File: config.mk
export PLATFORM = sky130hd
export DESIGN_NAME = pipe_reg_chain
export DESIGN_NICKNAME = d
export VERILOG_FILES = /design/src/rtl/pipe_reg_chain.sv
export SDC_FILE = /design/constraint.sdc
export NUM_CORES = 1
export LEC_CHECK = 0
export BUFFER_PORTS_ARGS = -buffer_cell sky130_fd_sc_hd__buf_2
export CAP_MARGIN = 10
export CORE_MARGIN = 10
export CORE_UTILIZATION = 35
export CTS_CLUSTER_DIAMETER = 200
export DETAILED_ROUTE_END_ITERATION = 12
export GPL_TIMING_DRIVEN = 0
export PLACE_DENSITY = 0.69
export RECOVER_POWER = 25
export SETUP_SLACK_MARGIN = 0.4
export SLEW_MARGIN = 0
export SYNTH_ARGS = -nofsm -noshare
export SYNTH_HDL_FRONTEND = slang
export SYNTH_SLANG_ARGS = --single-unit
File: constraint.sdc
create_clock -name clk -period 1.5 [get_ports clk]
set_input_delay 0.15 -clock clk [delete_from_list [all_inputs] [get_ports clk]]
set_output_delay 0.15 -clock clk [all_outputs]
set_load 0.01 [all_outputs]
File: src/rtl/pipe_reg_chain.sv
// rtl/pipe_reg_chain.sv - parametrised multi-stage pipeline register chain with valid/ready, stall and selective flush
//
// Purpose:
//   Moves a WIDTH-bit payload through STAGES register slots. Each slot has its
//   own valid bit. Empty slots collapse forward under backpressure. A global
//   stall freezes the chain. A masked flush kills individual slots. Empty or
//   killed slots always hold BUBBLE_PAYLOAD.
//
// Optional feature macro: PIPE_PERF_CNT_EN
//   When defined, adds saturating stall/bubble counters that perf_clr can clear.
//   When undefined, stall_cnt and bubble_cnt read as zero.
//
// Ports:
//   clk        - clock; all state changes on the rising edge
//   reset      - asynchronous, active-high; clears all state
//   in_valid   - upstream payload present
//   in_data    - upstream payload
//   in_ready   - slot 0 can take a payload this cycle
//   out_valid  - last slot holds a live payload
//   out_data   - payload of the last slot
//   out_ready  - downstream accepts this cycle
//   stall      - global hold
//   flush      - kill request, qualified by flush_mask
//   flush_mask - bit i kills slot i when flush is high
//   occupancy  - registered count of valid slots
//   perf_clr   - synchronous clear of the perf counters
//   stall_cnt  - cycles with stall high
//   bubble_cnt - cycles with no output and no stall

module pipe_reg_chain #(
  parameter int          WIDTH          = 32,
  parameter int          STAGES         = 1,
  parameter logic [31:0] BUBBLE_PAYLOAD = 32'h00000013
) (
  input  logic                          clk,
  input  logic                          reset,
  input  logic                          in_valid,
  input  logic [WIDTH-1:0]              in_data,
  output logic                          in_ready,
  output logic                          out_valid,
  output logic [WIDTH-1:0]              out_data,
  input  logic                          out_ready,
  input  logic                          stall,
  input  logic                          flush,
  input  logic [STAGES-1:0]             flush_mask,
  output logic [$clog2(STAGES+1)-1:0]   occupancy,
  input  logic                          perf_clr,
  output logic [31:0]                   stall_cnt,
  output logic [31:0]                   bubble_cnt
);

  localparam int               OCC_W  = $clog2(STAGES + 1);
  localparam logic [WIDTH-1:0] BUBBLE = WIDTH'(BUBBLE_PAYLOAD);

  logic [STAGES-1:0] r_valid;
  logic [WIDTH-1:0]  r_data [STAGES];
  logic [OCC_W-1:0]  r_occupancy;

  logic [STAGES-1:0] w_can_move;
  logic [STAGES-1:0] w_valid_nxt;
  logic [WIDTH-1:0]  w_data_nxt [STAGES];
  logic [OCC_W-1:0]  w_occ_nxt;
  logic              w_accept;

  // A slot can move when it is empty or everything downstream of it can move.
  // The chain is walked from the output side with a running term so that no
  // bit of w_can_move is read back inside the block that writes it.
  always_comb begin
    logic w_carry;
    w_carry    = out_ready;
    w_can_move = '0;
    for (int i = STAGES - 1; i >= 0; i--) begin
      w_carry       = ~r_valid[i] | w_carry;
      w_can_move[i] = w_carry;
    end
  end

  assign in_ready  = ~reset & ~stall & ~flush & w_can_move[0];
  assign w_accept  = in_valid & in_ready;
  assign out_valid = r_valid[STAGES-1] & ~stall & ~(flush & flush_mask[STAGES-1]);
  assign out_data  = r_data[STAGES-1];
  assign occupancy = r_occupancy;

  // Next-state of the slot array. Flush takes precedence over stall; both
  // block any advance. Invalid slots always carry BUBBLE, so a moving slot
  // can copy its upstream neighbour's data without looking at its valid bit.
  always_comb begin
    w_valid_nxt = r_valid;
    for (int i = 0; i < STAGES; i++) begin
      w_data_nxt[i] = r_data[i];
    end

    if (flush) begin
      for (int i = 0; i < STAGES; i++) begin
        if (flush_mask[i]) begin
          w_valid_nxt[i] = 1'b0;
          w_data_nxt[i]  = BUBBLE;
        end
      end
    end else if (!stall) begin
      if (w_can_move[0]) begin
        w_valid_nxt[0] = w_accept;
        w_data_nxt[0]  = w_accept ? in_data : BUBBLE;
      end
      for (int i = 1; i < STAGES; i++) begin
        if (w_can_move[i]) begin
          w_valid_nxt[i] = r_valid[i-1];
          w_data_nxt[i]  = r_data[i-1];
        end
      end
    end
  end

  // Occupancy is registered alongside the valid bits, so it is the popcount
  // of the next valid vector.
  always_comb begin
    w_occ_nxt = '0;
    for (int i = 0; i < STAGES; i++) begin
      w_occ_nxt = w_occ_nxt + OCC_W'(w_valid_nxt[i]);
    end
  end

  always_ff @(posedge clk or posedge reset) begin
    if (reset) begin
      r_valid     <= '0;
      r_occupancy <= '0;
      for (int i = 0; i < STAGES; i++) begin
        r_data[i] <= BUBBLE;
      end
    end else begin
      r_valid     <= w_valid_nxt;
      r_occupancy <= w_occ_nxt;
      for (int i = 0; i < STAGES; i++) begin
        r_data[i] <= w_data_nxt[i];
      end
    end
  end

`ifdef PIPE_PERF_CNT_EN
  logic [31:0] r_stall_cnt;
  logic [31:0] r_bubble_cnt;

  // Both counters saturate at all-ones. A clear in the same cycle as an
  // increment leaves the counter at zero.
  always_ff @(posedge clk or posedge reset) begin
    if (reset) begin
      r_stall_cnt  <= '0;
      r_bubble_cnt <= '0;
    end else if (perf_clr) begin
      r_stall_cnt  <= '0;
      r_bubble_cnt <= '0;
    end else begin
      if (stall && (r_stall_cnt != 32'hFFFFFFFF)) begin
        r_stall_cnt <= r_stall_cnt + 32'd1;
      end
      if (!out_valid && !stall && (r_bubble_cnt != 32'hFFFFFFFF)) begin
        r_bubble_cnt <= r_bubble_cnt + 32'd1;
      end
    end
  end

  assign stall_cnt  = r_stall_cnt;
  assign bubble_cnt = r_bubble_cnt;
`else
  logic w_unused_perf_clr;

  assign w_unused_perf_clr = perf_clr;
  assign stall_cnt         = 32'h0;
  assign bubble_cnt        = 32'h0;
`endif

endmodule

* After elaboration in Yosys (flattened, before gate mapping)
Index checks and enable logic that the tools add are counted.
** Word-level totals
- Register bits after elaboration :: 33
- Bits in latches :: 0
- Memory bits (writable) :: 0
- Bits in read-only memories :: 0
- Input bits :: 40
- Output and inout bits :: 99
- Word-level logic and storage cells :: 28
- Memories kept :: 0
** Operators by class
- Add/sub/neg operators :: 0
- $mul :: 0
- Div/mod/pow operators :: 0
- Order comparisons :: 0
- Equal/unequal tests :: 2
- Shift operators :: 0
- Mux-type cells :: 9
- Bitwise operators :: 13
- Reductions and logical operators :: 2
** Operators with widths (number)
- $mux 32 :: 5
- $and 1x1->1 :: 7
- $not 1->1 :: 5
- $mux 1 :: 4
- $ne 2x1->1 const B :: 2
- $reduce_and 3->1 :: 1
- $reduce_bool 2->1 :: 1
- $or 1x1->1 :: 1

* Longest topological paths before layout
Gate-level depths: netlist of run 1.
- Depth after elaboration :: 9
- Depth in mapped cells :: 5
- Depth with buffers taken out :: 3

* Worst setup path before layout of run 1
OpenSTA, ideal clock, no wires.
- Path type :: reg-to-output
- Start :: register occupancy (netlist name)
- End :: output in_ready
- Data arrival time :: 1.137 ns
- Data required time :: 1.350 ns
- Path slack :: 0.213 ns
- Cell stages (with the launch flop) :: 5
- Buffers on the path :: 2
- Cells stage by stage :: dfrtp_1 -> a211oi_2 -> buf_6 -> buf_12 -> and2_1
** RTL lines
- to (decl) :: RTL line 39 : output logic in_ready,

==> out/results.env, run 1 <==
COUNT_OF_MAXIMUM_CAPACITANCE_VIOLATIONS=0
LEAKAGE_uW=0.00173
CORE-AREA_UM2=5570
TIMING.HOLD.WS_PS=-32.1
TIMING.SLEW.HEADROOM_PCT=46.2
LAYOUT-DRIVE-GT1-SHARE_PCT=45.4
FINALNONFILLERCELLS=440
POST-SYNTH-TOP-AREA-CELL='sky130_fd_sc_hd__dfrtp_1'
SYNTH_FF_TYPE='sky130_fd_sc_hd__dfrtp_1'
FINALMAXSLEWVIOLATIONS=0
ROUTED_WIRE_LENGTH_PER_INSTANCE_UM=13.5
TIMING.CRITICAL_PATH.FROM_TYPE='register'
DETAIL_ROUTE.FIRST_PASS.ITERATIONS=4
VIOLATIONS='negative hold slack'
WIRE_LENGTH_OF_THE_FIRST_GLOBAL_ROUTING_PASS_UM=8750
NNETSFINAL=407
VDD_DROP_MAX_V=0.000365
PLACEMENT.CELL_AREA_UM2=2740
NUM_VIAS=1662
SLEW_AT_THE_PIN_CLOSEST_TO_ITS_MAX_SLEW_LIMIT_PS=802
PORT-BUFFER-COUNT=73
FINAL_PERIOD_MINUS_WORST_SETUP_SLACK_PS=1460
POWER.TOTAL_uW=2170
FP-ROW-COUNT=27
FINAL_MIN_PERIOD_OVER_CLOCK_PERIOD_PCT=97.3
CTS_TREE='built'
SYNTH_AREA_LEADERS='sky130_fd_sc_hd__dfrtp_1 (37%), sky130_fd_sc_hd__buf_4 (24%), sky130_fd_sc_hd__mux2i_1 (16%)'
CLOCK-ROOT-BUFFER='sky130_fd_sc_hd__clkbuf_8'
DRT_WL_TOTAL_UM=5950
CTS-BUFFERS-INSERTED=5
SYNTH_WARNINGS=0
YS_TOP_CELLS_BY_COUNT='sky130_fd_sc_hd__buf_4 (65), sky130_fd_sc_hd__nand2_1 (60), sky130_fd_sc_hd__mux2i_1 (33)'
FLOORPLAN.INITIALDENSITY_PCT=36.7
WORSTSKEWPAIRLATENCY_PS=270
SYNTH_EDF_COUNT=0
DRC_ERRORS=0
NETLIST_AREA_UM2=2050
WORSTPATHMAXFANOUT=2
FINAL_HOLD_VIOL_COUNT=1
RSZ0062_AT_GRT='yes'
PLACE.GP.CONGESTION=0.735
PATH_CLK_SLEW_PS=70
LAYOUT.CELL_AREA.NON_FILLER_UM2=3000
SYNTH_CELLS=214
DIODES=0
BUSIEST_LAYER='met2'
PLACEDCELLCOUNT=422
POWERDENSITY_nW_PER_UM2=723
POST_CTS_HOLD_BUFFER_COUNT=1
WORST_HOLD_PATH_TYPE='in -> async'
FLOORPLAN.DIE_AREA_UM2=9300
DR.FIRST_ITER.DRC_COUNT=37
FILLCELLCOUNT=527
SYNTH_SEQ_AREA_SHARE_PCT=40.6
FINAL_GLOBAL_ROUTE_OVERFLOW_TOTAL=0
VIAS_IN_THE_FIRST_GLOBAL_ROUTE=1749
CRIT_TYPE='reg -> out'
ARRIVAL_PS=1310
GR-USAGE-MET2_PCT=20.4
DP_HPWL_UM=4620
CLOCK_PATH_BUFFERS=2
YOSYSTOPAREACELLSHARE_PCT=36.7
SETUP.WORST_PATH.END_CLASS='primary output'
DESIGN.PORTCOUNT=139
DETAIL-ROUTE-ANTENNA-NETS=0
GLOBALROUTETOTALUTIL_PCT=12.2
MET1_USAGE_GRT_PCT=13.3
AREA.GROWTH.SYNTH_TO_FINAL_PCT=46.8
CRITPATHREQUIREDTIME_PS=1350
MAX_FREQ_MHz=685
MET3_USAGE_PCT=6.86
YOSYS_REGISTER_BITS=33
SYNTHMOSTINSTANTIATEDCELL='sky130_fd_sc_hd__buf_4'
SYNTH.AVG_CELL_AREA_UM2=9.56
HTREEDEPTH=2
CTS_SINKS=33
SYNTH-ASYNC-RESET-RATIO_PCT=100
SETUP_VIOL_COUNT_FINAL=0
SYNTH.DISTINCT_CELLS=17
POST_DRT_VIA_CELL_RATIO=3.78
DIE_H_UM=96.5
FINALCLOCKSKEW_PS=2.91
GRT_MAX_DEGREE=18
ANTENNA_FOUND_INITIAL=0
DIE_W_UM=96.5
RUN_STATUS='finished with violations'
worst paths after layout:
kind,from,depth (start not counted),end,slack (ps)
worst max-delay path,occupancy$_DFFE_PP0P_,5,in_ready,40
worst max register to register,occupancy$_DFFE_PP0P_,6,out_data[15]$_DFFE_PP0P_,120
worst min register to register,out_data[21]$_DFFE_PP0P_,2,out_data[21]$_DFFE_PP0P_,530
max in group asynchronous,reset,3,out_data[25]$_DFFE_PP0P_,710
worst min-delay path,reset,2,out_data[4]$_DFFE_PP1P_,-30
min in group clk,in_data[3],3,out_data[3]$_DFFE_PP0P_,110
per-layer routing:
layer  up-vias  wire length (µm)
met1       737              2150
met2        70              3080
met4         0                15
met3         2               701
met5         -                 0
li1        853                 -
kinds of logic after synthesis:
family / share of synthesized area, %
mux: 16.1
flops: 40.6
simple gates: 12.7
buf+inv: 29.1
other cells: 0.183
compound gates: 1.35
where the power goes:
part / internal, µW / switching (µW) / total (µW) / leakage [µW]
Sequential: 938 / 24.2 / 962 / 0.000442
Clock: 329 / 294 / 623 / 0.0000395
Combinational: 299 / 287 / 586 / 0.00124
critical path: stages (launching register included):
cell and delay (ps):
sky130_fd_sc_hd__dfrtp_1 390, sky130_fd_sc_hd__a211oi_2 200, sky130_fd_sc_hd__buf_6 140, sky130_fd_sc_hd__buf_12 90, sky130_fd_sc_hd__and2_4 130, sky130_fd_sc_hd__buf_6 90
what timing repair did:
item                                    in CTS  in global routing
endpoints found under the setup margin      31                 54
gates cloned                                 1                  2
resized for setup                            2                 12
endpoints found under the hold margin       15                  1
pin swaps                                    1                  1
setup buffers                                3                  3
through the flow:
stage | setup WS (ps) | setup TNS (ps) | util (%)
6_report | 41.0 | 0 | 53.9
2_1_floorplan | 268 | 0 | -
5_1_grt | -23.9 | -23.9 | 53.9
3_5_place_dp | -113 | -113 | 49.2
3_3_place_gp | -117 | -117 | 49.2
4_1_cts | -5.13 | -5.13 | 51.5
final cells by class:
class | count | area [µm²] | area share [%]
multi-input combinational | 168 | 875 | 29.1
sequential | 33 | 830 | 27.6
buffer | 74 | 588 | 19.6
clock buffer | 8 | 80.1 | 2.67
inverter | 2 | 11.3 | 0.375
timing repair buffer | 82 | 524 | 17.5
timing repair inverter | 1 | 5.00 | 0.167
tap | 72 | 90.1 | 3.00
state kept, by name, summed over array words and instances (netlist names):
| name | flops |
|---|---|
| out_data | 32 |
| occupancy | 1 |
cell usage in the layout, fill, tap and decap left out:
master / n
sky130_fd_sc_hd__and2_4: 1
sky130_fd_sc_hd__dfrtp_1: 30
sky130_fd_sc_hd__dfstp_2: 3
sky130_fd_sc_hd__nand2_1: 59
sky130_fd_sc_hd__buf_12: 4
sky130_fd_sc_hd__mux2i_1: 32
sky130_fd_sc_hd__nor2b_1: 1
sky130_fd_sc_hd__mux2i_4: 1
sky130_fd_sc_hd__inv_1: 1
sky130_fd_sc_hd__buf_6: 9
sky130_fd_sc_hd__clkinvlp_4: 1
sky130_fd_sc_hd__nand2_2: 1
sky130_fd_sc_hd__a211oi_2: 1
sky130_fd_sc_hd__clkbuf_1: 5
sky130_fd_sc_hd__clkbuf_8: 5
sky130_fd_sc_hd__buf_2: 70
sky130_fd_sc_hd__clkbuf_16: 2
sky130_fd_sc_hd__conb_1: 64
sky130_fd_sc_hd__clkinvlp_2: 1
sky130_fd_sc_hd__nand2b_1: 1
sky130_fd_sc_hd__a21oi_1: 3
sky130_fd_sc_hd__nor2_1: 4
sky130_fd_sc_hd__dlymetal6s4s_1: 1
sky130_fd_sc_hd__buf_4: 68
Power figures use the tool's default switching activity.
==> run 2, diff against run 1 <==
Settings changed: CORE_UTILIZATION 35 to 45, PLACE_DENSITY 0.69 to 0.86.
Clock period 1.5 ns to 1.7 ns, I/O delays scaled along.
==> out/results.env, run 2 (synthesis gave the netlist of run 1 again) <==
RUN_STATUS='complete, no violations'
CTS_TREE='built'
FINALCLOCKSKEW_PS=11.6  # +8.72 ps
REG2REG_DEPTH=7  # +1
PLACEDCELLCOUNT=402  # -4.7%
POST_CTS_HOLD_BUFFER_COUNT=1  # unchanged
CLOCK-ROOT-BUFFER='sky130_fd_sc_hd__clkbuf_8'
DIODES=0  # unchanged
POST_DRT_VIA_CELL_RATIO=3.99  # +5.6%
WORST_PATH_DOMINANT_CELL_FAMILY='flip-flops'
CLOCK_PATH_BUFFERS=2  # unchanged
CRIT-REG2REG-LAUNCH='occupancy$_DFFE_PP0P_'
DESIGN.PORTCOUNT=139  # unchanged
SETUP.WORST_PATH.END_CLASS='primary output'
FILLCELLCOUNT=372  # -29%
TIMING.CRITICAL_PATH.FROM_TYPE='register'
MOSTFREQUENTLAYOUTCELL='sky130_fd_sc_hd__buf_2'
PLACE.GP.CONGESTION=0.699  # -4.8%
DETAIL_ROUTE.FIRST_PASS.ITERATIONS=4  # unchanged
VDD_DROP_MAX_V=0.000458  # +25%
NNETSFINAL=405  # -0.49%
FINAL-SEQ-AREA_UM2=830  # unchanged
TIMING.SLEW.HEADROOM_PCT=42.0  # -4.3 points
FLOORPLAN.DIE_AREA_UM2=7640  # -18%
FLOORPLAN.INITIALDENSITY_PCT=46.7  # +10 points
COUNT_OF_MAXIMUM_CAPACITANCE_VIOLATIONS=0  # unchanged
ROUTED_WIRE_LENGTH_PER_INSTANCE_UM=13.8  # +2.4%
SLEW_AT_THE_PIN_CLOSEST_TO_ITS_MAX_SLEW_LIMIT_PS=871  # +68.5 ps
CORE-AREA_UM2=4380  # -21%
RSZ0062_AT_GRT='yes'
LARGEST_REGISTER_FF_COUNT=32  # unchanged
CTS-BUFFERS-INSERTED=5  # unchanged
CRIT_TYPE='reg -> out'
ANTENNA_FOUND_INITIAL=0  # unchanged
TOTAL_SWITCHING_POWER_uW=538  # -11%
AREA.GROWTH.SYNTH_TO_FINAL_PCT=42.7
FP-ROW-COUNT=24  # -11%
FINAL_PERIOD_MINUS_WORST_SETUP_SLACK_PS=1520
ARRIVAL_PS=1350  # +40 ps
SWITCHING_SHARE_PCT=27.7  # -0.18 points
LAYOUT-DRIVE-GT1-SHARE_PCT=45.1  # -0.30 points
REGTOREGENDPOINT='out_data[24]$_DFFE_PP0P_'
DRT_WL_TOTAL_UM=5790  # -2.7%
NUM_VIAS=1667  # +0.30%
TNS_PS=0  # unchanged
WORSTPATHMAXFANOUT=3  # +1
PORT-BUFFER-COUNT=73  # unchanged
CRIT_TOP_CELL='sky130_fd_sc_hd__buf_6'
SHARE_CLK_OF_TOTAL_POWER_PCT=30.7  # +2.0 points
SETUP_VIOL_COUNT_FINAL=0  # unchanged
VIAS_IN_THE_FIRST_GLOBAL_ROUTE=1720  # -1.7%
CRIT_PATH_CELL_TRACE='a211oi_2, buf_6, buf_12, and2_4, buf_6'
WORSTSKEWPAIRLATENCY_PS=280  # about the same
LEAKAGE_uW=0.00169  # -2.1%
MOST-COMMON-LAYOUT-CELLS='sky130_fd_sc_hd__buf_2 (73), sky130_fd_sc_hd__buf_4 (67), sky130_fd_sc_hd__conb_1 (64), sky130_fd_sc_hd__nand2_1 (60), sky130_fd_sc_hd__mux2i_1 (31)'
FINAL_MIN_PERIOD_OVER_CLOCK_PERIOD_PCT=89.4
WORST_PATH_LARGEST_CELL_DELAY_PS=400  # about the same
CRIT_SLOWEST_CELL='sky130_fd_sc_hd__dfrtp_1'
GRT_MAX_DEGREE=18  # unchanged
WIRE_LENGTH_OF_THE_FIRST_GLOBAL_ROUTING_PASS_UM=8650  # -1.2%
CRITPATHREQUIREDTIME_PS=1530  # +180 ps
FINALMAXSLEWVIOLATIONS=0  # unchanged
CTS_SINKS=33  # unchanged
DETAIL-ROUTE-ANTENNA-NETS=0  # unchanged
TIMING.HOLD.WS_PS=65.6  # +97.7 ps
INTPOWER_uW=1400  # -10%
HTREEDEPTH=2  # unchanged
GLOBALROUTETOTALUTIL_PCT=14.2  # +2.0 points
CRIT_BUF_INV=3  # unchanged
POWER_FRAC_SEQ_PCT=43.7  # -0.6 points
MAX_FREQ_MHz=658
DRC_ERRORS=0  # unchanged
FINAL_GLOBAL_ROUTE_OVERFLOW_TOTAL=0  # unchanged
POWERDENSITY_nW_PER_UM2=665  # -8.0%
DIE_W_UM=87.4  # -9.4%
FOOTPRINT_OF_THE_MULTI_INPUT_GATES_UM2=876  # +0.14%
COMBPWRFRAC_PCT=25.6  # -1.4 points
DP_HPWL_UM=4500  # -2.6%
DIE_H_UM=87.4  # -9.4%
WORST_HOLD_PATH_TYPE='in -> async'
RRSETUPSLACK_PS=250  # +130 ps
FINAL_HOLD_VIOL_COUNT=0  # -1
FINALNONFILLERCELLS=418  # -5.0%
DR.FIRST_ITER.DRC_COUNT=34  # -8.1%
PATH_CLK_SLEW_PS=70  # about the same
run 2: layer usage:
layer / routed length (µm) / vias up / global-route usage (%)
met2: 2990 / 74 / 24.1
met5: 0 / - / 0
li1: - / 847 / -
met1: 2150 / 741 / 14.8
met3: 598 / 5 / 8.05
met4: 40 / 0 / 3.04
run 2: how the worst max path moves through the flow:
| stage | cells after the start | slack [ps] | end | start |
|---|---|---|---|---|
| final | 5 | 180 | in_ready | occupancy$_DFFE_PP0P_ |
| after global routing | 5 | 120 | in_ready | occupancy$_DFFE_PP0P_ |
| after CTS | 5 | 170 | in_ready | occupancy$_DFFE_PP0P_ |
| after detailed placement | 4 | 70 | in_ready | reset |
| after global placement | 4 | 70 | in_ready | reset |
| after floorplan | 4 | 410 | in_ready | occupancy$_DFFE_PP0P_ |
run 2: power groups by stage:
stage	clock network, µW	registers [µW]	logic, µW
6_report	596	848	498
5_1_grt	659	852	547
4_1_cts	610	848	467
3_5_place_dp	0	862	456
3_3_place_gp	0	860	450
2_1_floorplan	0	881	311
run 2: layout make-up:
| cell class | count | area share (%) |
|---|---|---|
| Inverter | 2 | 0.300 |
| Buffer | 74 | 20.1 |
| Sequential cell | 33 | 28.4 |
| Timing Repair inverter | 1 | 0.171 |
| Multi-Input combinational cell | 168 | 30.0 |
| Tap cell | 52 | 2.23 |
| Timing Repair Buffer | 80 | 15.6 |
| Clock buffer | 8 | 3.09 |
run 2: stage by stage:
stage          area (µm²)  utilization, %  power [µW]  worst slack [ps]
2_1_floorplan        2290               -        1190               412
3_3_place_gp         2720            62.0        1310              69.4
3_5_place_dp         2720            62.0        1320              70.2
4_1_cts              2850            64.9        1930               173
5_1_grt              2920            66.6        2060               118
6_report             2920            66.6        1940               180
run 2: timing repair:
item                       4_1_cts  5_1_grt
gates resized for setup          1        9
pin swaps                        1        0
gates cloned                     1        1
hold endpoints to repair        15        1
setup endpoints to repair        1       45
buffers inserted                 2        3
==> run 3, diff against run 2 <==
Settings changed: CORE_UTILIZATION 45 to 38, PLACE_DENSITY 0.86 to 0.77.
Clock period 1.7 ns to 1.3 ns, I/O delays scaled along.
==> out/results.env, run 3 (synthesis gave the netlist of run 1 again) <==
RUN_STATUS='finished with violations'
VIOLATIONS='negative hold slack, negative setup slack'
CORE_OCCUPANCY_IN_THE_FINISHED_LAYOUT_PCT=64.4  # -2.2 points
SWITCHING_SHARE_PCT=27.9  # +0.19 points
MAX_FREQ_MHz=681
MOST-COMMON-LAYOUT-CELLS='sky130_fd_sc_hd__buf_4 (90), sky130_fd_sc_hd__conb_1 (64), sky130_fd_sc_hd__nand2_1 (59), sky130_fd_sc_hd__buf_2 (57), sky130_fd_sc_hd__mux2i_1 (33)'
POWER.TOTAL_uW=2760  # +42%
CRIT_TYPE='reg -> out'
SETUP_VIOL_COUNT_FINAL=33  # +33
SETUP.WORST_PATH.END_CLASS='primary output'
TNS_PS=-2340  # -2340 ps
LARGEST_REGISTER_FF_COUNT=32  # unchanged
VIAS_IN_THE_FIRST_GLOBAL_ROUTE=1857  # +8.0%
CORE-AREA_UM2=5170  # +18%
COMBPWRFRAC_PCT=28.4  # +2.8 points
FINAL_MIN_PERIOD_OVER_CLOCK_PERIOD_PCT=113
MOSTFREQUENTLAYOUTCELL='sky130_fd_sc_hd__buf_4'
TIMING.SLEW.HEADROOM_PCT=43.4  # +1.4 points
RSZ0062_AT_GRT='yes'
DRC_ERRORS=0  # unchanged
AREA.GROWTH.SYNTH_TO_FINAL_PCT=62.8
FINALMAXSLEWVIOLATIONS=0  # unchanged
LAYOUT-DRIVE-GT1-SHARE_PCT=49.7  # +4.7 points
FLOORPLAN.INITIALDENSITY_PCT=39.6  # -7.1 points
GLOBALROUTETOTALUTIL_PCT=13.6  # -0.58 points
PORT-BUFFER-COUNT=73  # unchanged
ROUTED_WIRE_LENGTH_PER_INSTANCE_UM=13.7  # -1.1%
DETAIL_ROUTE.FIRST_PASS.ITERATIONS=6  # +2
PATH_CLK_SLEW_PS=70  # about the same
FINAL_HOLD_VIOL_COUNT=15  # +15
DR.FIRST_ITER.DRC_COUNT=47  # +38%
FINAL_PERIOD_MINUS_WORST_SETUP_SLACK_PS=1470
NUM_VIAS=1801  # +8.0%
POST_DRT_VIA_CELL_RATIO=3.88  # -2.7%
ARRIVAL_PS=1340  # about the same
LAYOUT_SETUP_WS_PS=-168  # -347 ps
CLOCK-ROOT-BUFFER='sky130_fd_sc_hd__clkbuf_8'
WORST_HOLD_PATH_TYPE='in -> async'
DESIGN.PORTCOUNT=139  # unchanged
TOTAL_SWITCHING_POWER_uW=770  # +43%
CLOCK_PATH_BUFFERS=2  # unchanged
PLACE.GP.CONGESTION=0.726  # +3.8%
WIRE_LENGTH_OF_THE_FIRST_GLOBAL_ROUTING_PASS_UM=9450  # +9.3%
POWER_FRAC_SEQ_PCT=40.3  # -3.4 points
WORSTPATHMAXFANOUT=2  # -1
DIODES=0  # unchanged
DIE_W_UM=93.4  # +6.8%
LEAKAGE_uW=0.00189  # +12%
DRT_WL_TOTAL_UM=6350  # +9.8%
ANTENNA_FOUND_INITIAL=0  # unchanged
CTS_TREE='built'
CRITPATHREQUIREDTIME_PS=1170  # -360 ps
VDD_DROP_MAX_V=0.000605  # +32%
CTS_SINKS=33  # unchanged
COUNT_OF_MAXIMUM_CAPACITANCE_VIOLATIONS=0  # unchanged
FINAL_GLOBAL_ROUTE_OVERFLOW_TOTAL=0  # unchanged
DIE_H_UM=93.4  # +6.8%
NNETSFINAL=433  # +6.9%
DETAIL-ROUTE-ANTENNA-NETS=0  # unchanged
FILLCELLCOUNT=441  # +19%
DPL_WORST_SLACK_PS=-279  # -349 ps
SLEW_AT_THE_PIN_CLOSEST_TO_ITS_MAX_SLEW_LIMIT_PS=844  # -26.3 ps
GRT_MAX_DEGREE=18  # unchanged
INTPOWER_uW=1990  # +42%
CTS-BUFFERS-INSERTED=5  # unchanged
FLOORPLAN.DIE_AREA_UM2=8720  # +14%
DP_HPWL_UM=4590  # +2.2%
HTREEDEPTH=2  # unchanged
TIMING.HOLD.WS_PS=-127  # -192 ps
FINALCLOCKSKEW_PS=6.15  # -5.48 ps
POWERDENSITY_nW_PER_UM2=829  # +25%
FP-ROW-COUNT=26  # +8.3%
WORSTSKEWPAIRLATENCY_PS=280  # about the same
TIMING.CRITICAL_PATH.FROM_TYPE='register'
SHARE_CLK_OF_TOTAL_POWER_PCT=31.4  # +0.7 points
==> run 3: power by group through the flow <==
stage | sequential (µW) | combinational, µW | clock, µW
after floorplan | 1150 | 406 | 0
after global placement | 1120 | 591 | 0
after detailed placement | 1130 | 599 | 0
after CTS | 1110 | 718 | 891
after global routing | 1120 | 856 | 926
final | 1110 | 783 | 866
==> run 3: per-stage QoR <==
step,cell area (µm²),instances,hold WS [ps]
CTS,3160,451,-119
global route,3330,464,-101
detailed placement,2740,420,313
finish,3330,464,-127
floorplan,2290,277,67.6
global placement,2740,420,311
==> run 3: what timing repair did <==
item | 4_1_cts | 5_1_grt
gates resized for setup | 16 | 14
pin swaps | 1 | 2
buffers inserted | 20 | 13
endpoints found under the setup margin | 68 | 68
hold endpoints to repair | 15 | 15
cloned | 3 | 0
==> run 3: critical path, stage by stage, from the launching register on <==
cell and delay, ps:
sky130_fd_sc_hd__dfrtp_1 400, sky130_fd_sc_hd__a211oi_2 210, sky130_fd_sc_hd__buf_6 140, sky130_fd_sc_hd__buf_12 90
sky130_fd_sc_hd__and2_4 130, sky130_fd_sc_hd__buf_6 90
==> run 3: area by class of cell <==
cell class / count / area (µm²) / share of cell area [%]
plain buffers: 74 / 588 / 17.7
clock buffers: 7 / 96.3 / 2.89
clock inverters: 1 / 5.00 / 0.150
inverters: 2 / 11.3 / 0.338
multi-input cells: 168 / 862 / 25.9
flip-flops and latches: 33 / 830 / 24.9
well taps: 70 / 87.6 / 2.63
repair buffers: 108 / 846 / 25.4
repair inverters: 1 / 5.00 / 0.150
==> run 3: final timing paths <==
check | from | end | slack, ps | depth (start not counted)
worst max-delay path | occupancy$_DFFE_PP0P_ | in_ready | -170 | 5
min in group clk | in_data[19] | out_data[19]$_DFFE_PP0P_ | 80 | 3
worst min-delay path | reset | out_data[29]$_DFFE_PP0P_ | -130 | 2
max in group asynchronous | reset | out_data[13]$_DFFE_PP0P_ | 870 | 2
worst min register to register | out_data[2]$_DFFE_PP0P_ | out_data[2]$_DFFE_PP0P_ | 520 | 2
worst max register to register | occupancy$_DFFE_PP0P_ | out_data[13]$_DFFE_PP0P_ | -120 | 7
==> run 3: routing by layer <==
layer  global-route usage, %  vias to the layer above  part of all wire, %
met5                       0                        -                    0
met4                    2.70                        0                 0.91
met1                    14.1                      803                   37
li1                        -                      904                    -
met3                    7.43                        8                   10
met2                    23.7                       86                   52
